`src/rtl/iram_loader.sv`:
```
// -----------------------------------------------------------------------------
// iram_loader
//
// Byte-stream program loader for the 8x256 instruction RAM. Framed bytes from
// the UART receiver are parsed, the payload is written through the RAM write
// port, and a trailing checksum decides whether the CPU is released.
//
// Frame: SYNC_BYTE, ADR, LEN, LEN+1 data bytes, SUM
//        LEN = byte count - 1 (0..255 -> 1..256 bytes)
//        good frame: (ADR + LEN + data... + SUM) mod 256 == 0
//
// Optional feature macro: LOADER_TIMEOUT_EN
//   When defined, an inter-byte timer aborts a stalled frame after
//   TIMEOUT_CYCLES clocks (load_err pulses, FSM returns to IDLE). When
//   undefined, the timer and its parameter do not exist and the loader waits
//   forever for the next byte.
//
// Ports:
//   clk        in   1  system clock, rising edge
//   rst_n      in   1  asynchronous active-low reset
//   rx_data    in   8  received byte from UART RX
//   rx_valid   in   1  one-cycle strobe, rx_data valid this cycle
//   ram_wadr   out  8  instruction RAM write address
//   ram_wdata  out  8  instruction RAM write data
//   ram_wen    out  1  instruction RAM write enable (one-cycle pulse)
//   cpu_run    out  1  1 = CPU may run, 0 = CPU held
//   start_pc   out  8  PC the CPU starts from when cpu_run rises
//   load_done  out  1  one-cycle pulse: frame accepted
//   load_err   out  1  one-cycle pulse: frame rejected
// -----------------------------------------------------------------------------
module iram_loader #(
    parameter logic [7:0]  SYNC_BYTE      = 8'hA5
`ifdef LOADER_TIMEOUT_EN
    ,
    parameter logic [23:0] TIMEOUT_CYCLES = 24'd2700000
`endif
) (
    input  logic       clk,
    input  logic       rst_n,
    input  logic [7:0] rx_data,
    input  logic       rx_valid,
    output logic [7:0] ram_wadr,
    output logic [7:0] ram_wdata,
    output logic       ram_wen,
    output logic       cpu_run,
    output logic [7:0] start_pc,
    output logic       load_done,
    output logic       load_err
);

    // Parser states
    localparam logic [2:0] ST_IDLE = 3'd0;
    localparam logic [2:0] ST_ADR  = 3'd1;
    localparam logic [2:0] ST_LEN  = 3'd2;
    localparam logic [2:0] ST_DATA = 3'd3;
    localparam logic [2:0] ST_SUM  = 3'd4;

    // Modulo-256 accumulate used for the running checksum
    function automatic logic [7:0] sum8(input logic [7:0] a, input logic [7:0] b);
        return a + b;
    endfunction

    // A frame is good when the running sum plus the trailing SUM byte wraps to zero
    function automatic logic frame_ok(input logic [7:0] acc, input logic [7:0] last);
        return (sum8(acc, last) == 8'd0);
    endfunction

    // State registers
    logic [2:0] state_r;
    logic [7:0] base_r;
    logic [7:0] ptr_r;
    logic [7:0] sum_r;
    logic [7:0] count_r;

    // Next-state values
    logic [2:0] state_s;
    logic [7:0] base_s;
    logic [7:0] ptr_s;
    logic [7:0] sum_s;
    logic [7:0] count_s;
    logic [7:0] wadr_s;
    logic [7:0] wdata_s;
    logic       wen_s;
    logic       run_s;
    logic [7:0] pc_s;
    logic       done_s;
    logic       err_s;

`ifdef LOADER_TIMEOUT_EN
    logic [23:0] timer_r;
    logic [23:0] timer_s;
    logic        timeout_s;

    // Timeout flag: a frame is in progress and no byte has arrived for TIMEOUT_CYCLES clocks
    always_comb begin
        timeout_s = 1'b0;
        if ((state_r != ST_IDLE) && (timer_r >= TIMEOUT_CYCLES)) begin
            timeout_s = 1'b1;
        end else begin
            timeout_s = 1'b0;
        end
    end

    // Inter-byte timer: cleared by every strobe and while idle, otherwise counts up
    always_comb begin
        timer_s = timer_r;
        if (rx_valid) begin
            timer_s = 24'd0;
        end else if (state_r == ST_IDLE) begin
            timer_s = 24'd0;
        end else if (timeout_s) begin
            timer_s = 24'd0;
        end else begin
            timer_s = timer_r + 24'd1;
        end
    end
`endif

    // Frame parser: decides next state, checksum bookkeeping and output values
    always_comb begin
        state_s = state_r;
        base_s  = base_r;
        ptr_s   = ptr_r;
        sum_s   = sum_r;
        count_s = count_r;
        wadr_s  = ram_wadr;
        wdata_s = ram_wdata;
        wen_s   = 1'b0;
        run_s   = cpu_run;
        pc_s    = start_pc;
        done_s  = 1'b0;
        err_s   = 1'b0;

        if (rx_valid) begin
            case (state_r)
                ST_IDLE: begin
                    // Only the marker starts a frame; noise leaves cpu_run alone
                    if (rx_data == SYNC_BYTE) begin
                        state_s = ST_ADR;
                        run_s   = 1'b0;
                    end else begin
                        state_s = ST_IDLE;
                    end
                end
                ST_ADR: begin
                    base_s  = rx_data;
                    ptr_s   = rx_data;
                    sum_s   = rx_data;
                    state_s = ST_LEN;
                end
                ST_LEN: begin
                    count_s = rx_data;
                    sum_s   = sum8(sum_r, rx_data);
                    state_s = ST_DATA;
                end
                ST_DATA: begin
                    // Write is presented the cycle after the byte; pointer wraps FF->00
                    wadr_s  = ptr_r;
                    wdata_s = rx_data;
                    wen_s   = 1'b1;
                    ptr_s   = ptr_r + 8'd1;
                    sum_s   = sum8(sum_r, rx_data);
                    if (count_r == 8'd0) begin
                        state_s = ST_SUM;
                    end else begin
                        count_s = count_r - 8'd1;
                        state_s = ST_DATA;
                    end
                end
                ST_SUM: begin
                    state_s = ST_IDLE;
                    if (frame_ok(sum_r, rx_data)) begin
                        done_s = 1'b1;
                        run_s  = 1'b1;
                        pc_s   = base_r;
                    end else begin
                        // Data already written stays in RAM; the CPU remains held
                        err_s  = 1'b1;
                        run_s  = 1'b0;
                    end
                end
                default: begin
                    state_s = ST_IDLE;
                    run_s   = 1'b0;
                end
            endcase
        end else begin
`ifdef LOADER_TIMEOUT_EN
            if (timeout_s) begin
                state_s = ST_IDLE;
                err_s   = 1'b1;
                run_s   = 1'b0;
            end else begin
                state_s = state_r;
            end
`else
            state_s = state_r;
`endif
        end
    end

    // Register update: parser state and all outputs are flopped
    always_ff @(posedge clk or negedge rst_n) begin
        if (!rst_n) begin
            state_r   <= ST_IDLE;
            base_r    <= 8'd0;
            ptr_r     <= 8'd0;
            sum_r     <= 8'd0;
            count_r   <= 8'd0;
            ram_wadr  <= 8'd0;
            ram_wdata <= 8'd0;
            ram_wen   <= 1'b0;
            cpu_run   <= 1'b0;
            start_pc  <= 8'd0;
            load_done <= 1'b0;
            load_err  <= 1'b0;
        end else begin
            state_r   <= state_s;
            base_r    <= base_s;
            ptr_r     <= ptr_s;
            sum_r     <= sum_s;
            count_r   <= count_s;
            ram_wadr  <= wadr_s;
            ram_wdata <= wdata_s;
            ram_wen   <= wen_s;
            cpu_run   <= run_s;
            start_pc  <= pc_s;
            load_done <= done_s;
            load_err  <= err_s;
        end
    end

`ifdef LOADER_TIMEOUT_EN
    // Inter-byte timer register
    always_ff @(posedge clk or negedge rst_n) begin
        if (!rst_n) begin
            timer_r <= 24'd0;
        end else begin
            timer_r <= timer_s;
        end
    end
`endif

endmodule

```
`config.mk`:
```
export PLATFORM = sky130hd
export DESIGN_NAME = iram_loader
export DESIGN_NICKNAME = d
export VERILOG_FILES = /design/src/rtl/iram_loader.sv
export SDC_FILE = /design/constraint.sdc
export NUM_CORES = 1
export LEC_CHECK = 0
export BUFFER_PORTS_ARGS = -buffer_cell sky130_fd_sc_hd__buf_4
export CELL_PAD_IN_SITES_DETAIL_PLACEMENT = 0
export CELL_PAD_IN_SITES_GLOBAL_PLACEMENT = 2
export CORE_ASPECT_RATIO = 2
export CORE_MARGIN = 3
export CORE_UTILIZATION = 37
export DETAILED_ROUTE_END_ITERATION = 16
export GPL_TIMING_DRIVEN = 0
export HOLD_SLACK_MARGIN = 0.08
export PLACE_DENSITY_LB_ADDON = 0.1
export SLEW_MARGIN = 20
export SYNTH_ARGS = -nofsm -noshare
export SYNTH_HDL_FRONTEND = slang
export SYNTH_SLANG_ARGS = --single-unit
```
`constraint.sdc`:
```
create_clock -name clk -period 2.5 [get_ports clk]
set_input_delay 0.5 -clock clk [delete_from_list [all_inputs] [get_ports clk]]
set_output_delay 0.5 -clock clk [all_outputs]
set_load 0.005 [all_outputs]
```
==> results.json <==
{
  "clk_latency_ps": 330,
  "dpl.cell_count": 447,
  "setup_tns_ps": 0,
  "numCtsBuffers": 9,
  "via_per_inst": 5.464,
  "hold_viol": 0,
  "synthCells": 312,
  "synth_area_mm2": 0.003224,
  "antenna_cells": 0,
  "port_buffers": 37,
  "cts_tree": "done",
  "fin_cells": 468,
  "synth-edff-count": 0,
  "grt_overflow": 0,
  "worst-path-max-fanout": 7,
  "clock_skew_ps": 7.009,
  "ir_worst_vdd_mv": 0.5282,
  "grt_pass1_vias": 2463,
  "design_area_mm2": 0.004001,
  "grt_pass1_wl_um": 13380,
  "status": "completed",
  "ios": 39,
  "core_area_mm2": 0.008409,
  "synth.distinct_cells": 53,
  "core.rowCount": 47,
  "dieArea_mm2": 0.009939,
  "post_dp_cell_area_mm2": 0.003625,
  "total_power_mw": 4.988,
  "num_vias": 2557,
  "drt_first_pass_iters": 4,
  "slew_headroom_pct": 45.07,
  "h-tree-depth": 3,
  "clk_pin_slew_ps": 60,
  "leakage_nw": 1.884,
  "start_kind": "input port",
  "die_x_um": 72.01,
  "yosysTopAreaCell": "dfrtp_1",
  "fin_hold_ws_ps": 257.5,
  "routed_wl_um": 8435,
  "grt_max_degree": 64,
  "grt.total_usage_pct": 17.78,
  "synth_area_leaders": "dfrtp_1 49%, mux2_2 9.8%, o21ai_0 5.9%",
  "synth_top_area_share_pct": 48.89,
  "die_y_um": 138.0,
  "path_class": "in -> reg",
  "area_growth_pct": 24.10,
  "crit_path_end_kind": "register",
  "postSynthAreaPerCell_um2": 10.33,
  "start_util_pct": 38.34,
  "cts-root-buf": "clkbuf_16",
  "layout-drive-gt1-share_pct": 28.92,
  "synth-seq-area-share_pct": 48.89,
  "setup_viol": 0,
  "ant_nets": 0,
  "slew_viol_final": 0,
  "syn_nets": 334,
  "ys_ff_latch": 63,
  "r2r_end": "start_pc[1]$_DFFE_PN0P_",
  "async_flop_share_pct": 100.0,
  "worst_pin_slew_ps": 824.0,
  "critical_path.slowest_cell": "a2111o_1",
  "place_hpwl_um": 5710,
  "place.gp.congestion": 0.7997,
  "powerDensity_mw_per_mm2": 1247,
  "crit_arrival_ps": 2610,
  "fmax_mhz": 416.0,
  "cp-endpoint": "start_pc[1]$_DFFE_PN0P_",
  "cp.required_ps": 2710,
  "antenna_found_initial": 0,
  "yosysWarnings": 0,
  "cts_sinks": 63,
  "min_period_over_period_pct": 96.15,
  "r2r_start": "sum_r[5]$_DFFE_PN0P_",
  "finalNetCount": 387,
  "drtIter0Drc": 93,
  "drv_cap": 0,
  "ys.flop_type": "dfrtp_1",
  "startpoint": "rx_data[0]",
  "ff2ff_setup_slack_ps": 100,
  "rr_worst_depth": 7,
  "cts_max_path_buffers": 2,
  "avgRoutedWirePerCell_um": 18.02,
  "cpPeakStageDelay_ps": 360,
  "cp_cell_sequence": "buf_4 > ha_2 > inv_1 > fa_2 > nand2b_4 > a2111o_1 > o211ai_1 > nor2_4 > nand4b_4 > mux2_2",
  "drc": 0,
  "hp-class": "in -> async",
  "min_period_ps": 2404
}
-- metal layers --
layer | GRT usage, % | part of all wire [%] | up-vias
li1 | - | - | 1229
met1 | 20.21 | 39 | 1271
met2 | 31.21 | 56 | 46
met3 | 3.924 | 2.6 | 11
met4 | 7.433 | 2.3 | 0
met5 | 0 | 0 | -
-- worst max-delay path: cells and delay by family --
family | cells | cell delay, ps
AO/OA/AOI/OAI | 2 | 560
adder cells (fa/ha/maj) | 2 | 550
buffers and inverters | 2 | 210
multiplexers | 1 | 350
AND/OR/NAND/NOR | 3 | 430
-- flip-flops by register name (all words and copies together), names as in the netlist --
name,cells
load_err,1
cpu_run,1
start_pc,8
state_r,3
load_done,1
ptr_r,8
base_r,8
ram_wadr,8
ram_wen,1
count_r,8
ram_wdata,8
sum_r,8
-- cell families (layout without fill, tap and decap cells) --
group | count (synthesis) | count (layout) | share of synthesized area, %
DFF | 63 | 63 | 48.89
and+or+nand+nor | 94 | 95 | 15.99
buffers and inverters | 24 | 81 | 3.182
muxes | 34 | 34 | 11.68
adders and majority gates | 11 | 11 | 4.501
AOI/OAI and AO/OA | 81 | 81 | 14.40
xor gates and xnor gates | 5 | 5 | 1.358
-- timing repair --
action,in CTS,in global routing
pin swaps,1,4
buffers inserted,1,3
cloned,1,0
setup endpoints to repair,8,8
gates resized for setup,7,1
hold buffers,0,0
-- final cells by class --
type,instances,area [um^2]
clock buffer,10,239.0
buffer,11,53.80
clock inverter,6,45.04
fill,813,4408
inverter,13,48.80
sequential,63,1577
multi-input combinational,226,1608
timing repair buffer,41,307.8
tap,98,122.6
-- cell usage after synthesis (3+ instances only) --
cell type	instances
a211oi_1	3
a21oi_1	21
and3_1	3
buf_2	4
clkbuf_1	6
dfrtp_1	63
ha_1	10
inv_1	13
mux2_2	28
mux2i_1	5
nand2_1	24
nand2b_1	3
nand3_1	8
nor2_1	27
nor3_1	6
nor4_1	3
o21ai_0	38
o21ai_1	3
o22ai_1	3
xor2_1	3
-- power breakdown --
group | leakage (nW) | switching (mW) | internal, mW
sequential | 0.793 | 0.306 | 1.41
combinational | 0.960 | 1.13 | 0.966
clock | 0.131 | 0.468 | 0.700
-- through the flow --
stage / utilization [%] / setup WS, ps
5_1_grt: 47.58 / -27.19
3_5_place_dp: 43.10 / -369.6
6_report: 47.58 / 96.17
3_3_place_gp: 43.10 / -349.1
2_1_floorplan: - / 56.07
4_1_cts: 47.23 / 11.21
-- worst min-delay path by stage --
stage	to	from	depth (start not counted)
after floorplan	base_r[0]$_DFFE_PN0P_	rst_n	0
after global placement	base_r[1]$_DFFE_PN0P_	base_r[1]$_DFFE_PN0P_	2
after detailed placement	cpu_run$_DFFE_PN0P_	cpu_run$_DFFE_PN0P_	2
after CTS	load_done$_DFF_PN0_	rst_n	1
after global routing	load_done$_DFF_PN0_	rst_n	1
final	load_done$_DFF_PN0_	rst_n	1
-- cell usage in the layout (no fill, tap or decap), drive strengths merged, types with 2 or more instances in the layout --
master    instances
ha               10
and2              2
nor2b             2
and3              3
nor3              7
nand2b            3
o22ai             3
nor4              4
mux2             29
o21ai            41
nand4b            2
nand3             8
a21oi            21
nand3b            2
xnor2             2
dfrtp            63
o211ai            2
xor2              3
a211oi            4
inv              14
clkinvlp          3
clkbuf           16
nand2            25
a22oi             2
clkinv            2
mux2i             5
nor2             29
nor3b             2
buf              46
Power figures use the tool's default switching activity.
